## src/rtl/lfsr_pkg.sv

```systemverilog
// Shared constants for the parametrised LFSR: mode encodings and default tap masks.
// No logic; latency and backpressure are not applicable.
package lfsr_pkg;
    localparam bit MODE_FIB = 1'b0;
    localparam bit MODE_GAL = 1'b1;

    localparam logic [3:0]  TAPS_4  = 4'hC;
    localparam logic [7:0]  TAPS_8  = 8'hB8;
    localparam logic [15:0] TAPS_16 = 16'hB400;
endpackage

```

## src/rtl/lfsr_param_if.sv

```systemverilog
// Control and status bundle of lfsr_param; master drives step/load, slave is the LFSR.
// Pure wiring, no latency; there is no backpressure, the LFSR accepts every cycle.
interface lfsr_param_if #(
    parameter int WIDTH = 16,
    parameter int CNT_W = 16,
    parameter int PER_W = WIDTH
);
    logic             sh_en;
    logic             load;
    logic [WIDTH-1:0] load_val;
    logic [WIDTH-1:0] Q_out;
    logic             out_bit;
    logic [CNT_W-1:0] ones;
    logic [CNT_W-1:0] zeros;
    logic [PER_W-1:0] period;
    logic             max_tick_reg;
    logic             lockup;

    modport master (
        output sh_en, load, load_val,
        input  Q_out, out_bit, ones, zeros, period, max_tick_reg, lockup
    );

    modport slave (
        input  sh_en, load, load_val,
        output Q_out, out_bit, ones, zeros, period, max_tick_reg, lockup
    );
endinterface

```

## src/rtl/sat_counter.sv

```systemverilog
// Saturating up-counter with synchronous clear; sticks at all-ones, never wraps.
// One-cycle update latency; clr has priority over inc.
module sat_counter #(
    parameter int W = 16
) (
    input  logic         clk,
    input  logic         reset,
    input  logic         clr,
    input  logic         inc,
    output logic [W-1:0] q
);
    always_ff @(posedge clk) begin
        if (reset) begin
            q <= '0;
        end else if (clr) begin
            q <= '0;
        end else if (inc && !(&q)) begin
            q <= q + 1'b1;
        end
    end
endmodule

```

## src/rtl/lfsr_param.sv

```systemverilog
// Parametrised Fibonacci/Galois LFSR with seed load, lock-up recovery, bit stats and period.
// All outputs registered, one cycle after sh_en/load; accepts a step every cycle.
module lfsr_param
    import lfsr_pkg::*;
#(
    parameter int               WIDTH = 16,
    parameter bit               MODE  = MODE_GAL,
    parameter logic [WIDTH-1:0] TAPS  = WIDTH'(TAPS_16),
    parameter logic [WIDTH-1:0] SEED  = WIDTH'(1),
    parameter int               CNT_W = 16,
    parameter int               PER_W = WIDTH
) (
    input  logic         clk,
    input  logic         reset,
    lfsr_param_if.slave  bus
);
    logic [WIDTH-1:0] q;
    logic             out_bit_r;
    logic             tick_r;
    logic [PER_W-1:0] period_r;
    logic [PER_W-1:0] step_cnt;

    logic [WIDTH-1:0] shifted;
    logic             shift_out;
    logic             lock;
    logic             normal_step;
    logic             hits_seed;

    assign lock = (q == '0);

    always_comb begin
        shifted   = q;
        shift_out = 1'b0;
        if (MODE == MODE_FIB) begin
            shifted   = {q[WIDTH-2:0], ^(q & TAPS)};
            shift_out = q[WIDTH-1];
        end else begin
            shifted   = (q >> 1) ^ (q[0] ? TAPS : '0);
            shift_out = q[0];
        end
    end

    // A step from the all-zero state is recovery to SEED, not a counted step.
    assign normal_step = bus.sh_en && !bus.load && !lock;
    assign hits_seed   = (shifted == SEED);

    always_ff @(posedge clk) begin
        if (reset) begin
            q         <= SEED;
            out_bit_r <= 1'b0;
            tick_r    <= 1'b0;
            period_r  <= '0;
        end else begin
            tick_r <= 1'b0;
            if (bus.load) begin
                q         <= bus.load_val;
                out_bit_r <= 1'b0;
            end else if (bus.sh_en) begin
                if (lock) begin
                    q         <= SEED;
                    out_bit_r <= 1'b0;
                end else begin
                    q         <= shifted;
                    out_bit_r <= shift_out;
                    if (hits_seed) begin
                        tick_r   <= 1'b1;
                        period_r <= (&step_cnt) ? step_cnt : step_cnt + 1'b1;
                    end
                end
            end
        end
    end

    sat_counter #(.W(CNT_W)) u_ones (
        .clk   (clk),
        .reset (reset),
        .clr   (bus.load),
        .inc   (normal_step && shift_out),
        .q     (bus.ones)
    );

    sat_counter #(.W(CNT_W)) u_zeros (
        .clk   (clk),
        .reset (reset),
        .clr   (bus.load),
        .inc   (normal_step && !shift_out),
        .q     (bus.zeros)
    );

    sat_counter #(.W(PER_W)) u_step_cnt (
        .clk   (clk),
        .reset (reset),
        .clr   (bus.load || (normal_step && hits_seed)),
        .inc   (normal_step),
        .q     (step_cnt)
    );

    assign bus.Q_out        = q;
    assign bus.out_bit      = out_bit_r;
    assign bus.period       = period_r;
    assign bus.max_tick_reg = tick_r;
    assign bus.lockup       = lock;
endmodule
```

## src/flat_wrapper.sv

```systemverilog
// flat-port wrapper written by rule: the top's interface ports become plain ports
module lfsr_param_flat import lfsr_pkg::*;
#(
    parameter int               WIDTH = 16,
    parameter bit               MODE  = MODE_GAL,
    parameter logic [WIDTH-1:0] TAPS  = WIDTH'(TAPS_16),
    parameter logic [WIDTH-1:0] SEED  = WIDTH'(1),
    parameter int               CNT_W = 16,
    parameter int               PER_W = WIDTH
)
  (clk, reset, bus_sh_en, bus_load, bus_load_val, bus_Q_out, bus_out_bit, bus_ones, bus_zeros, bus_period, bus_max_tick_reg, bus_lockup);
  lfsr_param_if #(.WIDTH(WIDTH), .CNT_W(CNT_W), .PER_W(PER_W)) bus_i ();
  input  logic clk;
  input  logic reset;
  input wire logic [$bits(bus_i.sh_en)-1:0] bus_sh_en;
  input wire logic [$bits(bus_i.load)-1:0] bus_load;
  input wire logic [$bits(bus_i.load_val)-1:0] bus_load_val;
  output wire logic [$bits(bus_i.Q_out)-1:0] bus_Q_out;
  output wire logic [$bits(bus_i.out_bit)-1:0] bus_out_bit;
  output wire logic [$bits(bus_i.ones)-1:0] bus_ones;
  output wire logic [$bits(bus_i.zeros)-1:0] bus_zeros;
  output wire logic [$bits(bus_i.period)-1:0] bus_period;
  output wire logic [$bits(bus_i.max_tick_reg)-1:0] bus_max_tick_reg;
  output wire logic [$bits(bus_i.lockup)-1:0] bus_lockup;
  assign bus_i.sh_en = bus_sh_en;
  assign bus_i.load = bus_load;
  assign bus_i.load_val = bus_load_val;
  assign bus_Q_out = bus_i.Q_out;
  assign bus_out_bit = bus_i.out_bit;
  assign bus_ones = bus_i.ones;
  assign bus_zeros = bus_i.zeros;
  assign bus_period = bus_i.period;
  assign bus_max_tick_reg = bus_i.max_tick_reg;
  assign bus_lockup = bus_i.lockup;
  lfsr_param #(.WIDTH(WIDTH), .MODE(MODE), .TAPS(TAPS), .SEED(SEED), .CNT_W(CNT_W), .PER_W(PER_W)) u_core (.clk(clk), .reset(reset), .bus(bus_i));
endmodule
```

## config.mk

```make
export PLATFORM = sky130hd
export DESIGN_NAME = lfsr_param_flat
export DESIGN_NICKNAME = d
export VERILOG_FILES = /design/src/rtl/lfsr_pkg.sv /design/src/rtl/lfsr_param_if.sv /design/src/rtl/sat_counter.sv /design/src/rtl/lfsr_param.sv /design/src/flat_wrapper.sv
export SDC_FILE = /design/constraint.sdc
export NUM_CORES = 1
export LEC_CHECK = 0
export BUFFER_PORTS_ARGS = -buffer_cell sky130_fd_sc_hd__buf_2
export CAP_MARGIN = 20
export CORE_UTILIZATION = 54
export CTS_CLUSTER_SIZE = 12
export DETAILED_ROUTE_END_ITERATION = 8
export PLACE_DENSITY = 0.91
export SLEW_MARGIN = 40
export SYNTH_ARGS = -nofsm -noshare
export SYNTH_HDL_FRONTEND = slang
export SYNTH_SLANG_ARGS = --single-unit
```

## constraint.sdc

```tcl
create_clock -name clk -period 2.75 [get_ports clk]
set_input_delay 0 -clock clk [delete_from_list [all_inputs] [get_ports clk]]
set_output_delay 0 -clock clk [all_outputs]
set_load 0.01 [all_outputs]
```

==> summary.md <==
| Metric | Value |
|---|---|
| Drt drc | 0 |
| Register area | 1640 um^2 |
| Leak | 1.83 nW |
| First-pass GRT wire length | 15600 um |
| Synth Instances | 478 |
| All-layer global routing usage | 0.260 |
| Comb pwr share | 0.075 |
| Hold Violations, Final | 0 |
| Critical path startpoint category | register |
| CP Capture Type | register |
| Status | complete, no violations |
| Fmax | 419 MHz |
| CTS-repair resized insts | 0 |
| Slew margin rel. | 0.570 |
| Gr busiest metal | met2 |
| HP Start | bus_load_val[10] |
| Share of cells above drive strength 1 | 0.207 |
| Row count | 30 |
| Num CTS Buffers | 9 |
| Routed WL per cell | 14.8 um |
| Chip Height | 87.6 um |
| R2r endpoint | u_core.u_step_cnt.q[1] |
| Grt ovf | 0 |
| WL final | 9900 um |
| DR vias/cell | 5.87 |
| Met1 GRT Util | 0.314 |
| Share of the synthesized area in the top cell type | 0.415 |
| Switching share of power | 0.239 |
| Final clock skew | 0.00657 ns |
| DRC marker count from the first detailed-route iteration | 257 |
| R2R cell count | 7 |
| Number of global-route vias before repair | 3496 |
| Avg Synthesized Cell Area | 8.28 um^2 |
| Root Buffer | clkbuf_8 |
| Met3 Use GR | 0.0509 |
| Die Wd | 87.6 um |
| NetSw | 0.000558 W |
| CP max FO | 21 |
| Area leader, netlist | dfxtp_1 |
| Post-synthesis cell type count | 49 |
| Synth Cell Area | 3960 um^2 |
| Critical path class | register to register |
| TritonCTS clock tree | done |
| Antenna violations before repair | 0 |
| # fillers | 531 |
| Sequential Power Share | 0.525 |
| # Max-Cap Violations | 0 |
| Clk slew on worst S/H paths | 0.08 ns |
| First-pass iteration count of the detailed router | 5 |
| Unrepaired setup endpoints after global routing | false |
| M2 GR Usage | 0.440 |
| Final TNS setup | 0 ns |
| Core area | 6940 um^2 |
| Final setup violation count | 0 |
| Pre-CTS WS | 0.324 ns |
| Post-route antenna net violation count | 0 |
| Yosys warns | 0 |
| Hold Path Stages | 4 |
| Internal power | 0.00178 W |
| Worst Hold End | u_core.bus.Q_out[10] |
| Final Net Count | 594 |
| IO Count | 87 |
| Fin crit share | 0.869 |
| Pwr/cell area | 488 nW/um^2 |
| DP HPWL | 6770 um |
| Starting Density | 0.570 |
| Ranking of synthesized cells by area | dfxtp_1 (41%), a21oi_1 (6.3%), nor2_1 (5.1%) |
| Reg2reg start | u_core.u_step_cnt.q[0] |
| Max IR drop VDD | 0.254 mV |
| Worst min path class | input port to register |
| PortBufs | 86 |
| Largest net degree at the start of global routing | 38 |
| CP arrival | 2.64 ns |
| Via Count | 3939 |
| DIE AREA | 7680 um^2 |
| Yosys reg bits | 82 |
| Clock power frac | 0.400 |
| Synthesized Nets | 501 |
| Tightest Pin Transition | 0.646 ns |
| Clk buf depth | 2 |
| Clk_lat worst skew | 0.36 ns |
| Ant diodes | 0 |
| Area Growth Syn to Fin | 21.2% |
| Area of the multi-input gates | 2150 um^2 |
| Sink Count | 82 |
| Minimum clock period | 2.39 ns |
| Reg-to-reg slack, setup | 0.36 ns |
| GP Congestion | 0.848 |
| Slew Limit Fails | 0 |
| H-tree levels | 3 |
| Seq/Total Area, Yosys | 0.415 |
| Crit path required time | 3.00 ns |
| Worst setup margin | 0.362 ns |
[how the worst max path moves through the flow]
stage	startpoint	end	cells past startpoint
after floorplan	u_core.u_step_cnt.q[0]	u_core.u_step_cnt.q[1]	9
after global placement	u_core.bus.Q_out[0]	u_core.bus.period[13]	5
final	u_core.u_step_cnt.q[0]	u_core.u_step_cnt.q[1]	7
after global routing	u_core.u_step_cnt.q[0]	u_core.u_step_cnt.q[13]	7
after detailed placement	u_core.bus.Q_out[0]	u_core.bus.period[5]	5
after CTS	u_core.bus.Q_out[0]	u_core.bus.period[5]	5
[power groups by stage]
stage | clock network [W] | logic (W) | registers [W]
global placement | 0 | 0.000152 | 0.00125
floorplan | 0 | 0.0000997 | 0.00126
global route | 0.000987 | 0.000192 | 0.00123
detailed placement | 0 | 0.000155 | 0.00125
CTS | 0.000939 | 0.000171 | 0.00123
finish | 0.000935 | 0.000174 | 0.00123
[routing by layer]
metal | routed length, um | share of wire | vias up
met5 | 0 | 0 | -
met1 | 4290 | 0.43 | 1830
met2 | 4790 | 0.48 | 159
li1 | - | - | 1928
met4 | 185 | 0.019 | 0
met3 | 632 | 0.064 | 22
[cells by family after synthesis]
kind of cell | count (synthesis) | synth area share
buf+inv | 37 | 0.0424
fa+ha+maj | 3 | 0.00949
xor+xnor | 35 | 0.0775
flops | 82 | 0.415
compound gates | 114 | 0.177
simple gates | 204 | 0.271
mux | 3 | 0.00759
[worst max-delay path, stage by stage (launching register included)]
cell      delay (ns)
dfxtp_1         0.46
ha_1            0.27
nand3_2         0.19
or4_4           0.65
o211ai_2        0.20
buf_4           0.25
mux2i_1         0.20
nor2_1          0.05
[through the flow]
step            util  hold WS (ns)  std cells  cell area, um^2  power [W]
6_report       0.690        0.0231        671             4790    0.00234
5_1_grt        0.690        0.0442        671             4790    0.00241
4_1_cts        0.690        0.0179        671             4790    0.00234
3_5_place_dp   0.640         0.259        642             4450    0.00141
3_3_place_gp   0.640         0.245        642             4450    0.00140
2_1_floorplan      -         0.144        478             3960    0.00136
[Yosys cell counts (all sizes together)]
master	instances
and4	4
a21o	1
or3	16
xnor2	17
or4	8
and3	5
a31oi	2
o21ai	23
mux2i	3
o311a	2
o2111ai	5
or2	3
nor2	55
nand4	18
xor2	18
a311oi	2
nor4b	1
clkbuf	21
nor2b	3
nor4	7
and3b	1
nor3	4
o211a	1
nand3	22
o21a	1
o211ai	7
and2	2
buf	6
nand3b	1
inv	10
dfxtp	82
a221oi	2
a41o	1
nand2b	3
a211oi	15
o31ai	2
ha	3
a21oi	50
nor3b	15
nand2	36
[cells in the final DEF, fill, tap and decap left out, drive strengths merged, types with 7 or more instances in the layout]
master	n
or3	16
nor2	55
nor4	7
nand2	36
nand4	18
or4	8
o21ai	23
dfxtp	82
dlygate4sd3	14
clkbuf	9
buf	95
xnor2	17
nand3	22
nor3b	15
xor2	18
o211ai	7
a21oi	50
a211oi	15
inv	10
[repair_timing]
item | 4_1_cts | 5_1_grt
endpoints found under the hold margin | 14 | 0
hold buffers | 14 | 0
setup buffers | 0 | 0
[cell type report]
type / count / area share
Inverter: 10 / 0.00783
Timing Repair Buffer: 109 / 0.133
Sequential cell: 82 / 0.342
Tap cell: 96 / 0.0251
Clock buffer: 9 / 0.0258
Clock inverter: 6 / 0.0172
Multi-Input combinational cell: 359 / 0.449
Note: power is estimated with default switching activity, not from simulation.
